### src/rtl/dcache_wr_buffer_if.sv
// Write-path bundle between dcache, posted write buffer and the AXI bridge d_wr_* port.
// slave = the buffer's view; master = the environment driving it (dcache + bridge).
interface dcache_wr_buffer_if;
  logic         wr_req;
  logic [2:0]   wr_type;
  logic [31:0]  wr_addr;
  logic [3:0]   wr_wstrb;
  logic [127:0] wr_data;
  logic         wr_rdy;
  logic [31:0]  rd_chk_addr;
  logic         rd_chk_hit;
  logic         b_wr_req;
  logic [2:0]   b_wr_type;
  logic [31:0]  b_wr_addr;
  logic [3:0]   b_wr_wstrb;
  logic [127:0] b_wr_data;
  logic         b_wr_rdy;

  // Handshakes: a transfer happens on a rising edge where req && rdy;
  // req and its payload stay stable until that edge, and rdy never depends on req.
  modport slave (
    input  wr_req, wr_type, wr_addr, wr_wstrb, wr_data, rd_chk_addr, b_wr_rdy,
    output wr_rdy, rd_chk_hit, b_wr_req, b_wr_type, b_wr_addr, b_wr_wstrb, b_wr_data
  );

  modport master (
    output wr_req, wr_type, wr_addr, wr_wstrb, wr_data, rd_chk_addr, b_wr_rdy,
    input  wr_rdy, rd_chk_hit, b_wr_req, b_wr_type, b_wr_addr, b_wr_wstrb, b_wr_data
  );
endinterface

### src/rtl/dcache_wr_buffer.sv
// Posted in-order write buffer between the dcache write port and the AXI bridge,
// with read-after-write line hazard detection and an edge-qualified flush handshake.
module dcache_wr_buffer #(
  parameter int DEPTH = 4
) (
  input  logic                   clk_i,
  input  logic                   rst_ni,
  dcache_wr_buffer_if.slave      bus,
  input  logic                   flush_req_i,
  output logic                   flush_done_o,
  output logic                   empty_o,
  output logic [$clog2(DEPTH):0] count_o,
  output logic                   state_o
);
  localparam int PTR_W = $clog2(DEPTH);
  localparam int CNT_W = PTR_W + 1;

  typedef enum logic {RUN = 1'b0, FLUSH = 1'b1} state_e;

  state_e           state_q, state_d;
  logic [PTR_W-1:0] rd_ptr_q, rd_ptr_d, wr_ptr_q, wr_ptr_d;
  logic [CNT_W-1:0] count_q, count_d;
  logic             done_q, done_d;
  logic             armed_q, armed_d;

  logic [2:0]   mem_type  [DEPTH];
  logic [31:0]  mem_addr  [DEPTH];
  logic [3:0]   mem_wstrb [DEPTH];
  logic [127:0] mem_data  [DEPTH];

  logic             enq, deq, hit;
  logic [PTR_W-1:0] off;

  assign bus.wr_rdy     = (count_q != CNT_W'(DEPTH)) && (state_q == RUN);
  assign enq            = bus.wr_req && bus.wr_rdy;
  assign bus.b_wr_req   = (count_q != '0);
  assign deq            = bus.b_wr_req && bus.b_wr_rdy;
  assign bus.b_wr_type  = mem_type[rd_ptr_q];
  assign bus.b_wr_addr  = mem_addr[rd_ptr_q];
  assign bus.b_wr_wstrb = mem_wstrb[rd_ptr_q];
  assign bus.b_wr_data  = mem_data[rd_ptr_q];
  assign bus.rd_chk_hit = hit;
  assign empty_o        = (count_q == '0);
  assign count_o        = count_q;
  assign flush_done_o   = done_q;
  assign state_o        = state_q;

  always_comb begin
    rd_ptr_d = rd_ptr_q;
    wr_ptr_d = wr_ptr_q;
    count_d  = count_q;
    if (enq) wr_ptr_d = wr_ptr_q + PTR_W'(1);
    if (deq) rd_ptr_d = rd_ptr_q + PTR_W'(1);
    case ({enq, deq})
      2'b10:   count_d = count_q + CNT_W'(1);
      2'b01:   count_d = count_q - CNT_W'(1);
      default: count_d = count_q;
    endcase
  end

  // A flush starts only on a fresh assertion: armed is rebuilt while flush_req is low.
  always_comb begin
    state_d = state_q;
    done_d  = 1'b0;
    armed_d = armed_q;
    if (!flush_req_i) armed_d = 1'b1;
    case (state_q)
      RUN: begin
        if (flush_req_i && armed_q) begin
          state_d = FLUSH;
          armed_d = 1'b0;
        end
      end
      FLUSH: begin
        if (count_q == '0) begin
          state_d = RUN;
          done_d  = 1'b1;
        end
      end
      default: state_d = RUN;
    endcase
  end

  // An entry leaving this cycle is still valid here, so it still flags a hazard.
  always_comb begin
    off = '0;
    hit = enq && (bus.wr_addr[31:4] == bus.rd_chk_addr[31:4]);
    for (int i = 0; i < DEPTH; i++) begin
      off = PTR_W'(i) - rd_ptr_q;
      if (({1'b0, off} < count_q) && (mem_addr[i][31:4] == bus.rd_chk_addr[31:4]))
        hit = 1'b1;
    end
  end

  always_ff @(posedge clk_i or negedge rst_ni) begin
    if (!rst_ni) begin
      state_q  <= RUN;
      rd_ptr_q <= '0;
      wr_ptr_q <= '0;
      count_q  <= '0;
      done_q   <= 1'b0;
      armed_q  <= 1'b1;
    end else begin
      state_q  <= state_d;
      rd_ptr_q <= rd_ptr_d;
      wr_ptr_q <= wr_ptr_d;
      count_q  <= count_d;
      done_q   <= done_d;
      armed_q  <= armed_d;
    end
  end

  always_ff @(posedge clk_i) begin
    if (enq) begin
      mem_type[wr_ptr_q]  <= bus.wr_type;
      mem_addr[wr_ptr_q]  <= bus.wr_addr;
      mem_wstrb[wr_ptr_q] <= bus.wr_wstrb;
      mem_data[wr_ptr_q]  <= bus.wr_data;
    end
  end
endmodule
### src/flat_wrapper.sv
// flat-port wrapper written by rule: the top's interface ports become plain ports
module dcache_wr_buffer_flat 
#(
  parameter int DEPTH = 4
)
  (clk_i, rst_ni, flush_req_i, flush_done_o, empty_o, count_o, state_o, bus_wr_req, bus_wr_type, bus_wr_addr, bus_wr_wstrb, bus_wr_data, bus_rd_chk_addr, bus_b_wr_rdy, bus_wr_rdy, bus_rd_chk_hit, bus_b_wr_req, bus_b_wr_type, bus_b_wr_addr, bus_b_wr_wstrb, bus_b_wr_data);
  dcache_wr_buffer_if bus_i ();
  input  logic clk_i;
  input  logic rst_ni;
  input  logic flush_req_i;
  output logic flush_done_o;
  output logic empty_o;
  output logic [$clog2(DEPTH):0] count_o;
  output logic state_o;
  input wire logic [$bits(bus_i.wr_req)-1:0] bus_wr_req;
  input wire logic [$bits(bus_i.wr_type)-1:0] bus_wr_type;
  input wire logic [$bits(bus_i.wr_addr)-1:0] bus_wr_addr;
  input wire logic [$bits(bus_i.wr_wstrb)-1:0] bus_wr_wstrb;
  input wire logic [$bits(bus_i.wr_data)-1:0] bus_wr_data;
  input wire logic [$bits(bus_i.rd_chk_addr)-1:0] bus_rd_chk_addr;
  input wire logic [$bits(bus_i.b_wr_rdy)-1:0] bus_b_wr_rdy;
  output wire logic [$bits(bus_i.wr_rdy)-1:0] bus_wr_rdy;
  output wire logic [$bits(bus_i.rd_chk_hit)-1:0] bus_rd_chk_hit;
  output wire logic [$bits(bus_i.b_wr_req)-1:0] bus_b_wr_req;
  output wire logic [$bits(bus_i.b_wr_type)-1:0] bus_b_wr_type;
  output wire logic [$bits(bus_i.b_wr_addr)-1:0] bus_b_wr_addr;
  output wire logic [$bits(bus_i.b_wr_wstrb)-1:0] bus_b_wr_wstrb;
  output wire logic [$bits(bus_i.b_wr_data)-1:0] bus_b_wr_data;
  assign bus_i.wr_req = bus_wr_req;
  assign bus_i.wr_type = bus_wr_type;
  assign bus_i.wr_addr = bus_wr_addr;
  assign bus_i.wr_wstrb = bus_wr_wstrb;
  assign bus_i.wr_data = bus_wr_data;
  assign bus_i.rd_chk_addr = bus_rd_chk_addr;
  assign bus_i.b_wr_rdy = bus_b_wr_rdy;
  assign bus_wr_rdy = bus_i.wr_rdy;
  assign bus_rd_chk_hit = bus_i.rd_chk_hit;
  assign bus_b_wr_req = bus_i.b_wr_req;
  assign bus_b_wr_type = bus_i.b_wr_type;
  assign bus_b_wr_addr = bus_i.b_wr_addr;
  assign bus_b_wr_wstrb = bus_i.b_wr_wstrb;
  assign bus_b_wr_data = bus_i.b_wr_data;
  dcache_wr_buffer #(.DEPTH(DEPTH)) u_core (.clk_i(clk_i), .rst_ni(rst_ni), .bus(bus_i), .flush_req_i(flush_req_i), .flush_done_o(flush_done_o), .empty_o(empty_o), .count_o(count_o), .state_o(state_o));
endmodule
### config.mk
export PLATFORM = sky130hd
export DESIGN_NAME = dcache_wr_buffer_flat
export DESIGN_NICKNAME = d
export VERILOG_FILES = /design/src/rtl/dcache_wr_buffer_if.sv /design/src/rtl/dcache_wr_buffer.sv /design/src/flat_wrapper.sv
export SDC_FILE = /design/constraint.sdc
export NUM_CORES = 1
export LEC_CHECK = 0
export ABC_AREA = 1
export BUFFER_PORTS_ARGS = -buffer_cell sky130_fd_sc_hd__buf_2
export CAP_MARGIN = 20
export CORE_MARGIN = 2
export CORE_UTILIZATION = 55
export CTS_BUF_LIST = sky130_fd_sc_hd__clkbuf_8
export DETAILED_ROUTE_END_ITERATION = 16
export PLACE_DENSITY = 0.77
export SKIP_LAST_GASP = 1
export SYNTH_ARGS = -nofsm -noshare
export SYNTH_HDL_FRONTEND = slang
export SYNTH_SLANG_ARGS = --single-unit
### constraint.sdc
create_clock -name clk_i -period 20 [get_ports clk_i]
set_input_delay 4 -clock clk_i [delete_from_list [all_inputs] [get_ports clk_i]]
set_output_delay 4 -clock clk_i [all_outputs]
set_load 0.02 [all_outputs]
==> results.yml, run 1 <==
outcome:
  outcome: "completed"
synth:
  synth_top_cell_area_share_pct: 74.82
  synth_edf_count: 668
  synthTopCellsByCount: "edfxtp_1 (668), nand3_1 (311), nand2_1 (306)"
  avgSynthCellArea_um2: 14.14
  synth_top_area_cell: "edfxtp_1"
  ys_warn_count: 0
  synth-main-ff-cell: "edfxtp_1"
  async_reset_ff_share_pct: 1.475
  netlist_instances: 1896
  ys_ff_latch: 678
  syn-num-nets: 2110
  synth_cell_type_count: 30
  yosysMostFrequentCell: "edfxtp_1"
  synth.cell_area_um2: 26810
  synthTopCellsByArea: "edfxtp_1 (75%), nand3_1 (5.8%), a22oi_1 (4.6%), nand2_1 (4.3%), xor2_1 (2.1%)"
  yosysSeqAreaShare_pct: 75.76
layout:
  drive_above_1_share_pct: 22.84
  utilization_pct: 64.87
  area_growth_pct: 16.02
  fill_cells: 3419
  fin_nets: 2496
pwr:
  peakVddDrop_v: 0.0001165
  p_switching_uw: 1662
  seqPwrFrac_pct: 40.5
  power_frac_clock_pct: 24.8
  power.leakage_uw: 0.01146
  combPwrFrac_pct: 34.7
  pwr_density_cell_nw_per_um2: 139.6
  p_total_uw: 4343
  intPower_uw: 2681
  swShare_pct: 38.27
global_routing:
  grt_pass1_vias: 16870
  overflow: 0
  antenna_found_initial: 20
  grt_max_degree: 168
  grt_pass1_wl_um: 95010
  grt.total_usage_pct: 25.06
worst_setup_path:
  cp-start-kind: "input pin"
  crit_required_ns: 16.00
  critical_path_class: "in2out"
  worstPathArrival_ns: 5.29
  endpoint_kind: "output port"
  crit_path_max_fanout: 5
route:
  drc_errors: 0
  wl_per_cell_um: 21.61
  drt_iter0_drc: 1576
  ant_nets: 0
  drt_wl_total_um: 64500
  via_per_inst: 5.736
  firstDrtPassIters: 5
  vias: 17121
sta:
  final-hold-violation-count: 0
  finalSetupTns_ns: 0
  min_period_over_period_pct: 46.46
  rsz0062_at_grt: "false"
  fin_skew_ns: 0.02539
  whs_ns: 0.4759
  max_slew_margin_pct: 24.37
  setup_violations: 0
  slew_violations: 0
  fmax_mhz: 107.6
  fin_crit_ns: 9.292
  worst_pin_slew_ns: 1.134
floorplan:
  die_x_um: 224.8
  fp.dieArea_um2: 50520
  core_um2: 47950
  ios: 380
  die_y_um: 224.8
  row_count: 80
  start_util_pct: 55.91
place:
  gp_congestion: 0.9476
  io_buffers: 375
  dp_hpwl_um: 37810
cts:
  htree_num_levels: 3
  cts_resized: 0
  holdBufCountCts: 0
  tritoncts: "yes"
  post-cts-setup-buffer-count: 0
  clkTransAtPathRegs_ns: 0.06
  clock_path_buffers: 3
  cts-buffers-inserted: 105
  cts-root-buf: "clkbuf_8"
  clk_latency_ns: 0.68
  cts.sinks: 678
worst_hold_path:
  hp-class: "reg2reg"
flow_run:
  drv_cap: 0
critical path, stage by stage:
cell,delay (ns)
buf_2,0.15
xnor2_1,0.35
nand2_1,0.09
nor2_1,0.13
nand2_1,0.07
nor2_1,0.10
nand2_1,0.06
nand2_1,0.06
nor2_1,0.03
nand2_1,0.08
buf_2,0.18
power groups by stage:
stage	Sequential, µW	Combinational [µW]	Clock, µW
floorplan	1780	970	0
global placement	1780	1490	0
detailed placement	1790	1510	0
CTS	1760	1520	1100
global route	1770	1620	1160
finish	1760	1510	1080
placed cells by master, fill, tap and decap left out, types with 3 or more instances in the layout:
cell type | Yosys | layout
ha_1 | 9 | 9
o211ai_1 | 13 | 13
a22oi_1 | 166 | 166
nand3_1 | 311 | 311
buf_2 | 64 | 375
buf_4 | 13 | 17
a21oi_1 | 5 | 5
nand2_1 | 306 | 306
inv_1 | 63 | 98
edfxtp_1 | 668 | 668
clkinv_2 | 0 | 11
clkinv_1 | 0 | 22
dfrtp_1 | 9 | 7
nor2_1 | 87 | 83
nor2_4 | 3 | 7
xor2_1 | 65 | 65
clkbuf_8 | 0 | 107
xnor2_1 | 45 | 45
diode_2 | 0 | 10
bufinv_16 | 0 | 6
buf_12 | 0 | 3
inv_2 | 4 | 4
o21ai_0 | 15 | 15
sequential cells by signal, indices dropped and copies added (netlist names):
| register | flops |
|---|---|
| u_core.mem_data | 512 |
| u_core.mem_addr | 128 |
| u_core.mem_wstrb | 16 |
| u_core.mem_type | 12 |
| u_core.count_o | 3 |
| u_core.rd_ptr_q | 2 |
| u_core.wr_ptr_q | 2 |
| u_core.armed_q | 1 |
| u_core.flush_done_o | 1 |
| u_core.state_o | 1 |
metrics by stage:
stage | instance area [µm²] | std cells | setup WS, ns
after floorplan | 26810 | 1896 | 8.243
after global placement | 29090 | 2789 | 10.67
after detailed placement | 29110 | 2790 | 10.74
after CTS | 31080 | 2975 | 10.73
after global routing | 31090 | 2979 | 10.58
final | 31100 | 2985 | 10.71
layer usage:
metal | global-route usage (%) | vias to the layer above | share of wire (%)
met4 | 9.464 | 24 | 3.0
met1 | 31.50 | 8349 | 38
li1 | - | 7775 | -
met5 | 0 | - | 0.21
met2 | 40.70 | 823 | 49
met3 | 8.347 | 150 | 10
final cells by class:
| type | instances | area (µm²) | area share, % |
|---|---|---|---|
| Timing Repair Buffer | 395 | 2064 | 6.637 |
| Sequential cell | 678 | 20320 | 65.32 |
| Inverter | 67 | 251.5 | 0.8086 |
| Clock inverter | 78 | 493.0 | 1.585 |
| Multi-Input combinational cell | 1035 | 5709 | 18.36 |
| Tap cell | 615 | 769.5 | 2.474 |
| Clock buffer | 107 | 1473 | 4.735 |
| Antenna cell | 10 | 25.02 | 0.08045 |
path summary, 6_finish.rpt:
kind / slack (ns) / cells past startpoint / startpoint / endpoint
min reg2reg: 0.48 / 2 / u_core.armed_q / u_core.armed_q
max: 10.71 / 11 / bus_rd_chk_addr[4] / bus_rd_chk_hit
max reg2reg: 16.40 / 6 / u_core.count_o[1] / u_core.mem_data[2][61]
min: 0.48 / 2 / u_core.armed_q / u_core.armed_q
max in group asynchronous: 16.57 / 1 / rst_ni / u_core.armed_q
min in group asynchronous: 3.17 / 1 / rst_ni / u_core.count_o[0]
logic make-up after synthesis:
kind of cell | Yosys count | synth area share, %
buf+inv | 183 | 3.052
flops | 678 | 75.76
simple gates | 711 | 11.52
xor+xnor | 110 | 3.594
compound gates | 204 | 5.573
fa+ha+maj | 10 | 0.4947
(Power assumes the default switching activity.)
==> run 2, diff against run 1 <==
Clock period 20 ns to 9.5 ns, I/O delays scaled along.
==> results.yml, run 2 (synthesized netlist as in run 1, its figures left out) <==
outcome:
  outcome: "completed"
worst_setup_path:
  worstPathArrival_ns: 3.60
  slowest_delay_ns: 0.85
  crit_required_ns: 7.60
  crit_path_cell_trace: "buf_4, buf_4, nand3_1, nand3_1, buf_2"
  critPathBufInv: 3
  cp_slowest_cell: "buf_4"
  reg2reg_depth: 6
  worstSetupPathDepth: 5
  crit_path_max_fanout: 74
  endpoint_kind: "output port"
  cp-start-kind: "flop"
  critical_path_class: "reg2out"
  cp_top_family: "buffers and inverters"
sta:
  min_period_over_period_pct: 57.95
  finalSetupTns_ns: 0
  final-hold-violation-count: 0
  setup_violations: 0
  rsz0062_at_grt: "false"
  slew_violations: 0
  fin_crit_ns: 5.505
  fmax_mhz: 181.7
  worst_pin_slew_ns: 1.015
  whs_ns: 0.4706
  max_slew_margin_pct: 32.32
  fin_skew_ns: 0.03673
cts:
  cts-root-buf: "clkbuf_8"
  tritoncts: "yes"
  clk_latency_ns: 0.69
  cts-buffers-inserted: 103
  htree_num_levels: 3
  post-cts-setup-buffer-count: 0
  cts_resized: 0
  holdBufCountCts: 0
  cts.sinks: 678
  clock_path_buffers: 3
  clkTransAtPathRegs_ns: 0.07
layout:
  layout_commonest_cell: "edfxtp_1"
  utilization_pct: 64.97
  fin_cells: 2991
  largest_register_ffs: 512
  area_growth_pct: 16.20
  fin_nets: 2497
  regMostFlops: "u_core.mem_data"
  top_regs: "u_core.mem_data x512, u_core.mem_addr x128, u_core.mem_wstrb x16"
  layout_common_cells: "edfxtp_1 (668), buf_2 (375), nand3_1 (311)"
  drive_above_1_share_pct: 23.06
floorplan:
  die_x_um: 224.8
  fp.dieArea_um2: 50520
  ios: 380
  die_y_um: 224.8
  row_count: 80
  core_um2: 47950
  start_util_pct: 55.91
place:
  gp_congestion: 0.8925
  io_buffers: 375
  dp.cells: 2792
  dp_hpwl_um: 38310
pwr:
  power.leakage_uw: 0.01147
  swShare_pct: 38.42
  p_total_uw: 9203
  p_switching_uw: 3535
  pwr_density_cell_nw_per_um2: 295.4
  peakVddDrop_v: 0.0002382
  intPower_uw: 5667
  combPwrFrac_pct: 34.7
  power_frac_clock_pct: 25.3
  seqPwrFrac_pct: 40.0
route:
  via_per_inst: 5.704
  ant_nets: 0
  vias: 17062
  drc_errors: 0
  firstDrtPassIters: 6
  wl_per_cell_um: 21.83
  drt_iter0_drc: 1517
  drt_wl_total_um: 65290
worst_hold_path:
  holdPathStages: 2
  hp-class: "reg2reg"
flow_run:
  drv_cap: 0
global_routing:
  antenna_found_initial: 16
  grt.total_usage_pct: 25.38
  overflow: 0
  grt_max_degree: 168
  grt_pass1_vias: 16867
  grt_pass1_wl_um: 96250
[run 2: cell types whose count changed in the layout (fill, tap and decap cells not counted)]
cell and delta:
buf_4 +4, inv_6 -1, clkinv_2 +2, buf_12 -1
clkinv_8 -1, diode_2 -2, clkinvlp_4 +3, clkinv_1 +6
inv_1 -5, clkbuf_8 -1, inv_12 +1, bufinv_16 +1
[run 2: power groups by stage]
| stage | clock network [µW] | logic [µW] | registers (µW) |
|---|---|---|---|
| 2_1_floorplan | 0 | 2040 | 3750 |
| 3_3_place_gp | 0 | 3160 | 3730 |
| 3_5_place_dp | 0 | 3180 | 3740 |
| 4_1_cts | 2370 | 3200 | 3680 |
| 5_1_grt | 2490 | 3430 | 3700 |
| 6_report | 2330 | 3190 | 3680 |
[run 2: path summary, 6_finish.rpt]
path                                          from                endpoint  slack [ns]
max in group asynchronous                   rst_ni          u_core.armed_q        8.19
worst max-delay path            u_core.rd_ptr_q[1]       bus_b_wr_data[33]        4.00
worst min-delay path                u_core.armed_q          u_core.armed_q        0.47
worst max register to register   u_core.count_o[1]  u_core.mem_addr[3][16]        5.99
min in group asynchronous                   rst_ni          u_core.state_o        1.06
worst min register to register      u_core.armed_q          u_core.armed_q        0.47
[run 2: per-layer routing]
layer	part of all wire (%)	up-vias	track usage, %
met5	0.18	-	0
met4	2.9	18	9.742
met3	9.6	133	7.995
met2	49	776	41.63
met1	38	8344	31.79
li1	-	7791	-
[run 2: layout make-up]
class	instances	area, µm²
flip-flops and latches	678	20320
inverters	67	251.5
multi-input cells	1035	5709
repair buffers	398	2074
well taps	615	769.5
clock buffers	106	1459
fillers	3394	16790
clock inverters	84	550.5
diodes	8	20.02
[run 2: worst reg2reg max path, delay by kind of cell, from the launching register on]
kind                   cells  cell delay, ns
buffers and inverters      3            1.57
AND/OR/NAND/NOR            2            0.86
flip-flops                 1            0.41
AO/OA/AOI/OAI              1            0.23
[run 2: stage by stage]
stage               instance area (µm²)  worst slack (ns)
finish                            31150             3.995
global route                      31140             3.822
CTS                               31110             3.540
detailed placement                29100             4.320
global placement                  29100             4.309
floorplan                         26810           -0.1566
==> run 3, diff against run 2 <==
Settings changed: CORE_UTILIZATION 55 to 54, PLACE_DENSITY 0.77 to 0.79.
Clock period 9.5 ns to 4.6 ns, I/O delays scaled along.
==> results.yml, run 3 (synthesized netlist as in run 1, its figures left out) <==
floorplan:
  die_y_um: 226.8
  die_x_um: 226.8
  row_count: 81
  ios: 380
  core_um2: 48950
  start_util_pct: 54.77
  fp.dieArea_um2: 51440
cts:
  clk_latency_ns: 0.69
  clock_path_buffers: 3
  cts.sinks: 678
  holdBufCountCts: 0
  post-cts-setup-buffer-count: 0
  cts_resized: 0
  cts-buffers-inserted: 104
  clkTransAtPathRegs_ns: 0.06
  cts-root-buf: "clkbuf_8"
  tritoncts: "yes"
  htree_num_levels: 3
sta:
  fin_ws_ns: 0.5943
  finalSetupTns_ns: 0
  min_period_over_period_pct: 87.08
  rsz0062_at_grt: "false"
  max_slew_margin_pct: 29.61
  setup_violations: 0
  worst_pin_slew_ns: 1.053
  fin_skew_ns: 0.02248
  fin_crit_ns: 4.006
  fmax_mhz: 249.6
  slew_violations: 0
  final-hold-violation-count: 0
global_routing:
  grt_pass1_wl_um: 97980
  antenna_found_initial: 25
  grt.total_usage_pct: 25.50
  grt_pass1_vias: 17253
  overflow: 0
  grt_max_degree: 168
layout:
  area_growth_pct: 16.71
  layout_commonest_cell: "edfxtp_1"
  largest_register_ffs: 512
  layout_common_cells: "edfxtp_1 (668), buf_2 (375), nand3_1 (311)"
  regMostFlops: "u_core.mem_data"
  top_regs: "u_core.mem_data x512, u_core.mem_addr x128, u_core.mem_wstrb x16"
  drive_above_1_share_pct: 22.80
  fill_cells: 3502
  fin_nets: 2499
worst_setup_path:
  crit_required_ns: 3.68
  critPathBufInv: 4
  critical_path_class: "reg2out"
  worstPathArrival_ns: 3.09
  cpMostUsedCell: "nand2_1"
  cp_top_family: "simple AND/OR/NAND/NOR gates"
  slowest_delay_ns: 0.75
  crit_path_max_fanout: 37
  cp-start-kind: "flop"
  crit_path_cell_trace: "inv_2, nor2_4, inv_2, nand2_1, inv_1, ha_1, nand2_1, nand2_1, nand2_1, nand3_1, nor2_1, nand2_1, nand2_1, nor2_1, nand2_1, buf_2"
  cp_slowest_cell: "dfrtp_4"
  endpoint_kind: "output port"
flow_run:
  drv_cap: 0
route:
  wl_per_cell_um: 21.93
  drc_errors: 0
  via_per_inst: 5.679
  drt_wl_total_um: 66720
  vias: 17280
  drt_iter0_drc: 1614
  firstDrtPassIters: 5
  ant_nets: 0
pwr:
  pwr_density_cell_nw_per_um2: 603.9
  peakVddDrop_v: 0.0007255
  power.leakage_uw: 0.01149
place:
  place_ws_ns: 1.318
  io_buffers: 375
  dp_hpwl_um: 38570
  gp_congestion: 0.9422
worst_hold_path:
  hp-class: "in2async"
outcome:
  outcome: "completed"
[run 3: cell count changes in the layout (fill, tap and decap cells not counted), moves of 2 or more]
cell,previous run,this run
buf_12,2,13
buf_4,21,11
inv_1,93,99
bufinv_16,7,4
clkinv_2,13,10
diode_2,8,11
clkinv_8,0,2
clkinvlp_4,4,2
[run 3: stage by stage]
| stage | cells | util, % | total power, µW | hold slack, ns | area, µm² |
|---|---|---|---|---|---|
| after floorplan | 1896 | - | 11900 | 0.4436 | 26820 |
| after global placement | 2843 | 59.92 | 14270 | 0.4508 | 29330 |
| after detailed placement | 2843 | 59.92 | 14350 | 0.4785 | 29330 |
| after CTS | 3032 | 63.86 | 18980 | 0.01779 | 31260 |
| after global routing | 3038 | 63.89 | 19730 | 0.06027 | 31280 |
| final | 3043 | 63.92 | 18890 | 0.08632 | 31290 |
[run 3: worst paths after layout]
path / to / slack (ns) / cells past startpoint / from
min: u_core.rd_ptr_q[0] / 0.09 / 1 / rst_ni
min reg2reg: u_core.armed_q / 0.49 / 2 / u_core.armed_q
max: bus_rd_chk_hit / 0.59 / 16 / u_core.rd_ptr_q[1]
min in group clk_i: u_core.armed_q / 0.40 / 2 / flush_req_i
max reg2reg: u_core.mem_data[1][99] / 1.94 / 5 / u_core.count_o[1]
max in group asynchronous: u_core.armed_q / 4.26 / 1 / rst_ni
[run 3: layout make-up]
class | count | area, µm² | area share [%]
multi-input combinational | 1035 | 5709 | 18.25
sequential | 678 | 20320 | 64.94
timing repair buffer | 399 | 2220 | 7.094
clock buffer | 107 | 1473 | 4.707
inverter | 67 | 251.5 | 0.8038
tap | 664 | 830.8 | 2.655
antenna | 11 | 27.53 | 0.08798
clock inverter | 82 | 457.9 | 1.464
[run 3: power by group]
group | total, µW | internal, µW | switching (µW) | leakage, µW
Clock | 4650 | 2380 | 2270 | 0.00111
Combinational | 6680 | 1860 | 4820 | 0.00423
Sequential | 7570 | 7340 | 235 | 0.00614
Total | 18900 | 11600 | 7320 | 0.0115
[run 3: layer usage]
metal  vias to the layer above  share of wire, %  GRT usage, %
met5                         -              0.21             0
met4                        22               3.2         10.97
met3                       155                10         8.410
met2                       857                50         41.66
met1                      8458                37         31.15
li1                       7788                 -             -
